===== src/rtl/nn_pkg.sv =====
// Shared constants and encodings for the neural-net datapath blocks.
// Used by the layer-1 weight ROM bank and its fetch controller.
package nn_pkg;

  localparam int WEIGHT_W      = 16;
  localparam int L1_NUM_ROMS   = 28;
  localparam int L1_ROM_ADDR_W = 2;

  typedef enum logic [1:0] {
    IDLE  = 2'd0,
    FETCH = 2'd1,
    DRAIN = 2'd2,
    DONE  = 2'd3
  } wf_state_t;

endpackage


===== src/rtl/weight_fetch_ctrl_if.sv =====
// Control/tag bundle between the weight fetch controller and the layer-1
// sequencer/MAC side.
interface weight_fetch_ctrl_if
  import nn_pkg::*;
#(
  parameter int IDX_W = L1_ROM_ADDR_W
);

  logic             start;
  logic             mac_ready;
  logic             r_en;
  logic             w_valid;
  logic [IDX_W-1:0] w_idx;
  logic             w_last;
  logic             busy;
  logic             done;

  modport master (
    input  start,
    input  mac_ready,
    output r_en,
    output w_valid,
    output w_idx,
    output w_last,
    output busy,
    output done
  );

  modport slave (
    output start,
    output mac_ready,
    input  r_en,
    input  w_valid,
    input  w_idx,
    input  w_last,
    input  busy,
    input  done
  );

endinterface


===== src/rtl/weight_fetch_ctrl_tag_pipe.sv =====
// DEPTH-stage shift register with synchronous clear; carries word tags
// alongside the ROM read latency.
module tag_pipe #(
  parameter int DEPTH = 1,
  parameter int WIDTH = 4
) (
  input  logic             clk,
  input  logic             clr,
  input  logic [WIDTH-1:0] din,
  output logic [WIDTH-1:0] dout
);

  logic [WIDTH-1:0] chain [DEPTH+1];

  assign chain[0] = din;

  genvar gi;
  generate
    for (gi = 0; gi < DEPTH; gi++) begin : g_stage
      logic [WIDTH-1:0] q_reg;

      always_ff @(posedge clk) begin
        if (clr) begin
          q_reg <= '0;
        end else begin
          q_reg <= chain[gi];
        end
      end

      assign chain[gi+1] = q_reg;
    end
  endgenerate

  assign dout = chain[DEPTH];

endmodule


===== src/rtl/weight_fetch_ctrl.sv =====
// Steps the layer-1 weight ROM bank through one full pass per start pulse,
// tagging each returned word slice with valid/index/last for the MAC array.
module weight_fetch_ctrl
  import nn_pkg::*;
#(
  parameter int NUM_WORDS   = 2 ** L1_ROM_ADDR_W,
  parameter int ROM_LATENCY = 1,
  parameter int IDX_W       = L1_ROM_ADDR_W
) (
  input  logic                clk,
  input  logic                rst,
  weight_fetch_ctrl_if.master bus
);

  localparam int              TAG_W    = IDX_W + 2;
  localparam logic [IDX_W:0]  END_CNT  = (IDX_W+1)'(NUM_WORDS);
  localparam logic [IDX_W:0]  LAST_CNT = (IDX_W+1)'(NUM_WORDS - 1);
  localparam logic [IDX_W:0]  CNT_ONE  = (IDX_W+1)'(1);

  wf_state_t        state_reg;
  logic [IDX_W:0]   issue_cnt_reg;
  logic             busy_reg;
  logic             done_reg;

  logic             r_en_int;
  logic             issue_last;
  logic [IDX_W-1:0] issue_idx;
  logic [TAG_W-1:0] tag_in;
  logic [TAG_W-1:0] tag_out;
  logic             last_out;

  // Issue only while fetching and the consumer has promised a slot L cycles out.
  assign r_en_int   = (state_reg == FETCH) && bus.mac_ready && (issue_cnt_reg < END_CNT);
  assign issue_last = r_en_int && (issue_cnt_reg == LAST_CNT);
  assign issue_idx  = r_en_int ? issue_cnt_reg[IDX_W-1:0] : '0;
  assign tag_in     = {r_en_int, issue_idx, issue_last};

  tag_pipe #(
    .DEPTH (ROM_LATENCY),
    .WIDTH (TAG_W)
  ) u_tag_pipe (
    .clk  (clk),
    .clr  (rst),
    .din  (tag_in),
    .dout (tag_out)
  );

  // Words leave the pipe in issue order, so the last tag emerging means empty next cycle.
  assign last_out = tag_out[TAG_W-1] && tag_out[0];

  always_ff @(posedge clk) begin
    if (rst) begin
      state_reg     <= IDLE;
      issue_cnt_reg <= '0;
      busy_reg      <= 1'b0;
      done_reg      <= 1'b0;
    end else begin
      done_reg <= 1'b0;
      case (state_reg)
        IDLE: begin
          if (bus.start) begin
            state_reg     <= FETCH;
            issue_cnt_reg <= '0;
            busy_reg      <= 1'b1;
          end
        end
        FETCH: begin
          if (r_en_int) begin
            issue_cnt_reg <= issue_cnt_reg + CNT_ONE;
            if (issue_last) begin
              state_reg <= DRAIN;
            end
          end
        end
        DRAIN: begin
          if (last_out) begin
            state_reg <= DONE;
            busy_reg  <= 1'b0;
            done_reg  <= 1'b1;
          end
        end
        DONE: begin
          state_reg <= IDLE;
        end
        default: begin
          state_reg <= IDLE;
          busy_reg  <= 1'b0;
        end
      endcase
    end
  end

  assign bus.r_en    = r_en_int;
  assign bus.w_valid = tag_out[TAG_W-1];
  assign bus.w_idx   = tag_out[IDX_W:1];
  assign bus.w_last  = tag_out[0];
  assign bus.busy    = busy_reg;
  assign bus.done    = done_reg;

endmodule


===== src/flat_wrapper.sv =====
// flat-port wrapper written by rule: the top's interface ports become plain ports
module weight_fetch_ctrl_flat import nn_pkg::*;
#(
  parameter int NUM_WORDS   = 2 ** L1_ROM_ADDR_W,
  parameter int ROM_LATENCY = 1,
  parameter int IDX_W       = L1_ROM_ADDR_W
)
  (clk, rst, bus_start, bus_mac_ready, bus_r_en, bus_w_valid, bus_w_idx, bus_w_last, bus_busy, bus_done);
  weight_fetch_ctrl_if #(.IDX_W(IDX_W)) bus_i ();
  input  logic clk;
  input  logic rst;
  input wire logic [$bits(bus_i.start)-1:0] bus_start;
  input wire logic [$bits(bus_i.mac_ready)-1:0] bus_mac_ready;
  output wire logic [$bits(bus_i.r_en)-1:0] bus_r_en;
  output wire logic [$bits(bus_i.w_valid)-1:0] bus_w_valid;
  output wire logic [$bits(bus_i.w_idx)-1:0] bus_w_idx;
  output wire logic [$bits(bus_i.w_last)-1:0] bus_w_last;
  output wire logic [$bits(bus_i.busy)-1:0] bus_busy;
  output wire logic [$bits(bus_i.done)-1:0] bus_done;
  assign bus_i.start = bus_start;
  assign bus_i.mac_ready = bus_mac_ready;
  assign bus_r_en = bus_i.r_en;
  assign bus_w_valid = bus_i.w_valid;
  assign bus_w_idx = bus_i.w_idx;
  assign bus_w_last = bus_i.w_last;
  assign bus_busy = bus_i.busy;
  assign bus_done = bus_i.done;
  weight_fetch_ctrl #(.NUM_WORDS(NUM_WORDS), .ROM_LATENCY(ROM_LATENCY), .IDX_W(IDX_W)) u_core (.clk(clk), .rst(rst), .bus(bus_i));
endmodule

===== config.mk =====
export PLATFORM = sky130hd
export DESIGN_NAME = weight_fetch_ctrl_flat
export DESIGN_NICKNAME = d
export VERILOG_FILES = /design/src/rtl/nn_pkg.sv /design/src/rtl/weight_fetch_ctrl_if.sv /design/src/rtl/weight_fetch_ctrl_tag_pipe.sv /design/src/rtl/weight_fetch_ctrl.sv /design/src/flat_wrapper.sv
export SDC_FILE = /design/constraint.sdc
export NUM_CORES = 1
export LEC_CHECK = 0
export CAP_MARGIN = 10
export CELL_PAD_IN_SITES_DETAIL_PLACEMENT = 0
export CELL_PAD_IN_SITES_GLOBAL_PLACEMENT = 1
export CORE_UTILIZATION = 31
export DETAILED_ROUTE_END_ITERATION = 16
export PLACE_DENSITY_LB_ADDON = 0.1
export SYNTH_ARGS = -nofsm -noshare
export SYNTH_HDL_FRONTEND = slang
export SYNTH_SLANG_ARGS = --single-unit

===== constraint.sdc =====
create_clock -name clk -period 1.5 [get_ports clk]
set_input_delay 0.3 -clock clk [delete_from_list [all_inputs] [get_ports clk]]
set_output_delay 0.3 -clock clk [all_outputs]
set_load 0.005 [all_outputs]

==> flow_summary.toml <==
[outcome]
run_status = "finished clean"

[pwr]
powerDensity_nw_per_um2 = 1480
p_leak_nw = 0.342
ir_drop_mv = 0.824

[critical_path]
cp_cell_sequence = "ha_4, ha_4, or4b_4, a21oi_2"
worst_ep_required_time_ns = 1.71
cp_common_cell = "ha_4"
cp_slowest_cell = "or4b_4"
cp.arrival_ns = 1.67
critPathMaxStageDelay_ns = 0.53
end_kind = "flip-flop"
cp.buffers_inverters = 0
path_max_fanout = 2
path_class = "flip-flop to flip-flop"
crit_family = "simple AND/OR/NAND/NOR gates"
r2r_slack_ns = 0.04
start_kind = "flip-flop"

[floorplan]
core_area_um2 = 1520
die_w_um = 42.5
start_util_pct = 33.4
die-area_um2 = 1810
io_pins = 11
rows = 14
die_h_um = 42.5

[cts]
insertion_delay_ns = 0.27
cts_root_buf = "clkbuf_4"
tritoncts = "yes"
numCtsBuffers = 3
cts_buffer_depth = 2
htree_levels = 1
cts.hold.buffers_added = 0
cts_sinks = 11
clk_pin_slew_ns = 0.07

[global_routing]
antenna_found_initial = 0
grt_pass1_wl_mm = 1.76
grt_max_degree = 8
grt_pass1_vias = 427
grt_usage_pct = 13.7
grt_overflow = 0

[layout]
final_cell_count_no_fill = 93
area_growth_pct = 60.4
insertedDiodeCount = 0
fin_util_pct = 53.6
largest_reg_flops = 4
drive_gt1_share_pct = 40.3
n_fill_cell = 148
nNetsFinal = 87

[route]
routed_wl_mm = 1.17
drt_iter0_markers = 6
antenna_left = 0
post_drt_via_cell_ratio = 4.96
drc_errors = 0
wl_per_cell_um = 12.5
vias = 461
drt-pass1-iter-count = 2

[run]
maxCapViolations = 0

[synthesis]
synth_fp_nets = 61
synth_top_family_by_area = "simple AND/OR/NAND/NOR gates"
synth_ff_type = "dfxtp_1"
synth_mux_area_share_pct = 5.90
synthXorXnorAreaFrac_pct = 0
synth-edff-count = 0
synthSimpleGateAreaFrac_pct = 24.6
synth_compound_area_share_pct = 10.3
yosysTopAreaCell = "dfxtp_1"
synth.yosys.seq_area_share_pct = 43.2
yosysUniqueCellTypes = 20
async_flop_share_pct = 0
synth-adder-area-share_pct = 12.3
synth_top_area_share_pct = 43.2
synth_area_um2 = 509
syn_inst = 52
netlist_top_cells_area = "dfxtp_1 (43%), ha_1 (12%), nand2b_1 (6.1%)"
yosysWarnings = 0
syn_avg_cell_area_um2 = 9.79
ys_seq_elements = 11

[timing]
rsz0062_at_grt = "true"
slew_viol_final = 0
relSlewSlack_pct = 81.3
fin_crit_sh_pct = 97.5
setup_violations = 0
max_freq_mhz = 684
finalHoldViolations = 0
worstMarginPinSlew_ns = 0.277
period_minus_slack_ns = 1.46
finClkSkew_ns = 0.000409

[worst_hold_path]
hp-class = "flip-flop to flip-flop"

[placement]
dp.final_hpwl_um = 780
gp_congestion = 0.701
placedCellCount = 88
port_buffers = 10
==> report_power, final <==
group	leakage (nW)	total, W	switching [W]	internal [W]
clock network	0.0150	0.000211	0.000108	0.000103
registers	0.0908	0.000382	0.0000327	0.000349
logic	0.236	0.000615	0.000281	0.000334
total	0.342	0.00121	0.000421	0.000787
==> tightest hold or removal path, delay by kind of cell (launching register included) <==
family	cells	cell delay [ns]
compound gates	1	0.06
flops	1	0.33
simple gates	1	0.05
==> cells by family after synthesis <==
group           count (synthesis)
mux                             3
buf+inv                         5
simple gates                   20
fa+ha+maj                       5
flops                          11
compound gates                  8
==> cell usage in the layout, fill, tap and decap left out <==
master and n:
ha_2 1, inv_1 3, a21oi_1 1, clkbuf_4 3, clkbuf_1 1, ha_1 1, o21ai_0 1, ha_4 3
nor2b_4 1, and2_1 3, nand2b_1 5, buf_4 11, dfxtp_2 4, dfxtp_1 7, dlygate4sd2_1 1, nand2_1 3
or4b_4 1, inv_2 1, or3b_1 1, nand3b_4 1, nand3b_1 2, clkdlybuf4s50_1 8, a211oi_1 1, a211oi_2 1
o211ai_1 1, buf_6 1, a21oi_2 2, mux2i_1 3, clkbuf_2 1, a221o_1 1, nor2_1 2, nand3_1 1
==> per-layer routing <==
layer / vias up / share of wire (%) / global-route usage (%)
li1: 232 / - / -
met3: 4 / 3.2 / 3.88
met2: 9 / 49 / 20.3
met5: - / 0 / 0
met4: 0 / 3.3 / 11.3
met1: 216 / 44 / 16.1
==> through the flow <==
| step | setup WS [ns] | instance area [um2] | setup TNS [ns] | total power [W] | hold slack (ns) |
|---|---|---|---|---|---|
| final | 0.0381 | 817 | 0 | 0.00121 | 0.473 |
| after global routing | -0.00699 | 817 | -0.00699 | 0.00129 | 0.510 |
| after CTS | 0.00642 | 747 | 0 | 0.00110 | 0.480 |
| after detailed placement | -0.256 | 708 | -1.17 | 0.000869 | 0.464 |
| after global placement | -0.219 | 708 | -0.946 | 0.000866 | 0.465 |
| after floorplan | 0.0557 | 509 | 0 | 0.000655 | 0.458 |
==> repair_timing <==
item / in CTS / in global routing
buffers inserted: 0 / 1
resized for setup: 7 / 16
pin swaps: 1 / 4
setup endpoints to repair: 2 / 5
==> final cells by class <==
class / count / area, um2 / area share, %
well taps: 16 / 20.0 / 2.45
clock buffers: 4 / 26.3 / 3.22
flip-flops and latches: 11 / 225 / 27.6
multi-input cells: 36 / 343 / 42.0
inverters: 4 / 15.0 / 1.84
repair buffers: 22 / 188 / 23.0
==> synthesized netlist by cell type, types with 2 or more instances <==
library cell  number
a21oi_1            3
nand2_1            3
inv_1              4
dfxtp_1           11
nand3b_1           2
a211oi_1           2
mux2i_1            3
nand2b_1           5
and2_1             3
nor2_1             2
ha_1               5
==> worst paths after layout <==
path,end,from,cells after the start
worst max-delay path,u_core.issue_cnt_reg[2],u_core.issue_cnt_reg[0],4
worst min-delay path,u_core.bus.busy,u_core.bus.busy,2
worst max register to register,u_core.issue_cnt_reg[2],u_core.issue_cnt_reg[0],4
worst min register to register,u_core.bus.busy,u_core.bus.busy,2
No activity file was read; power rests on OpenSTA's default activity.
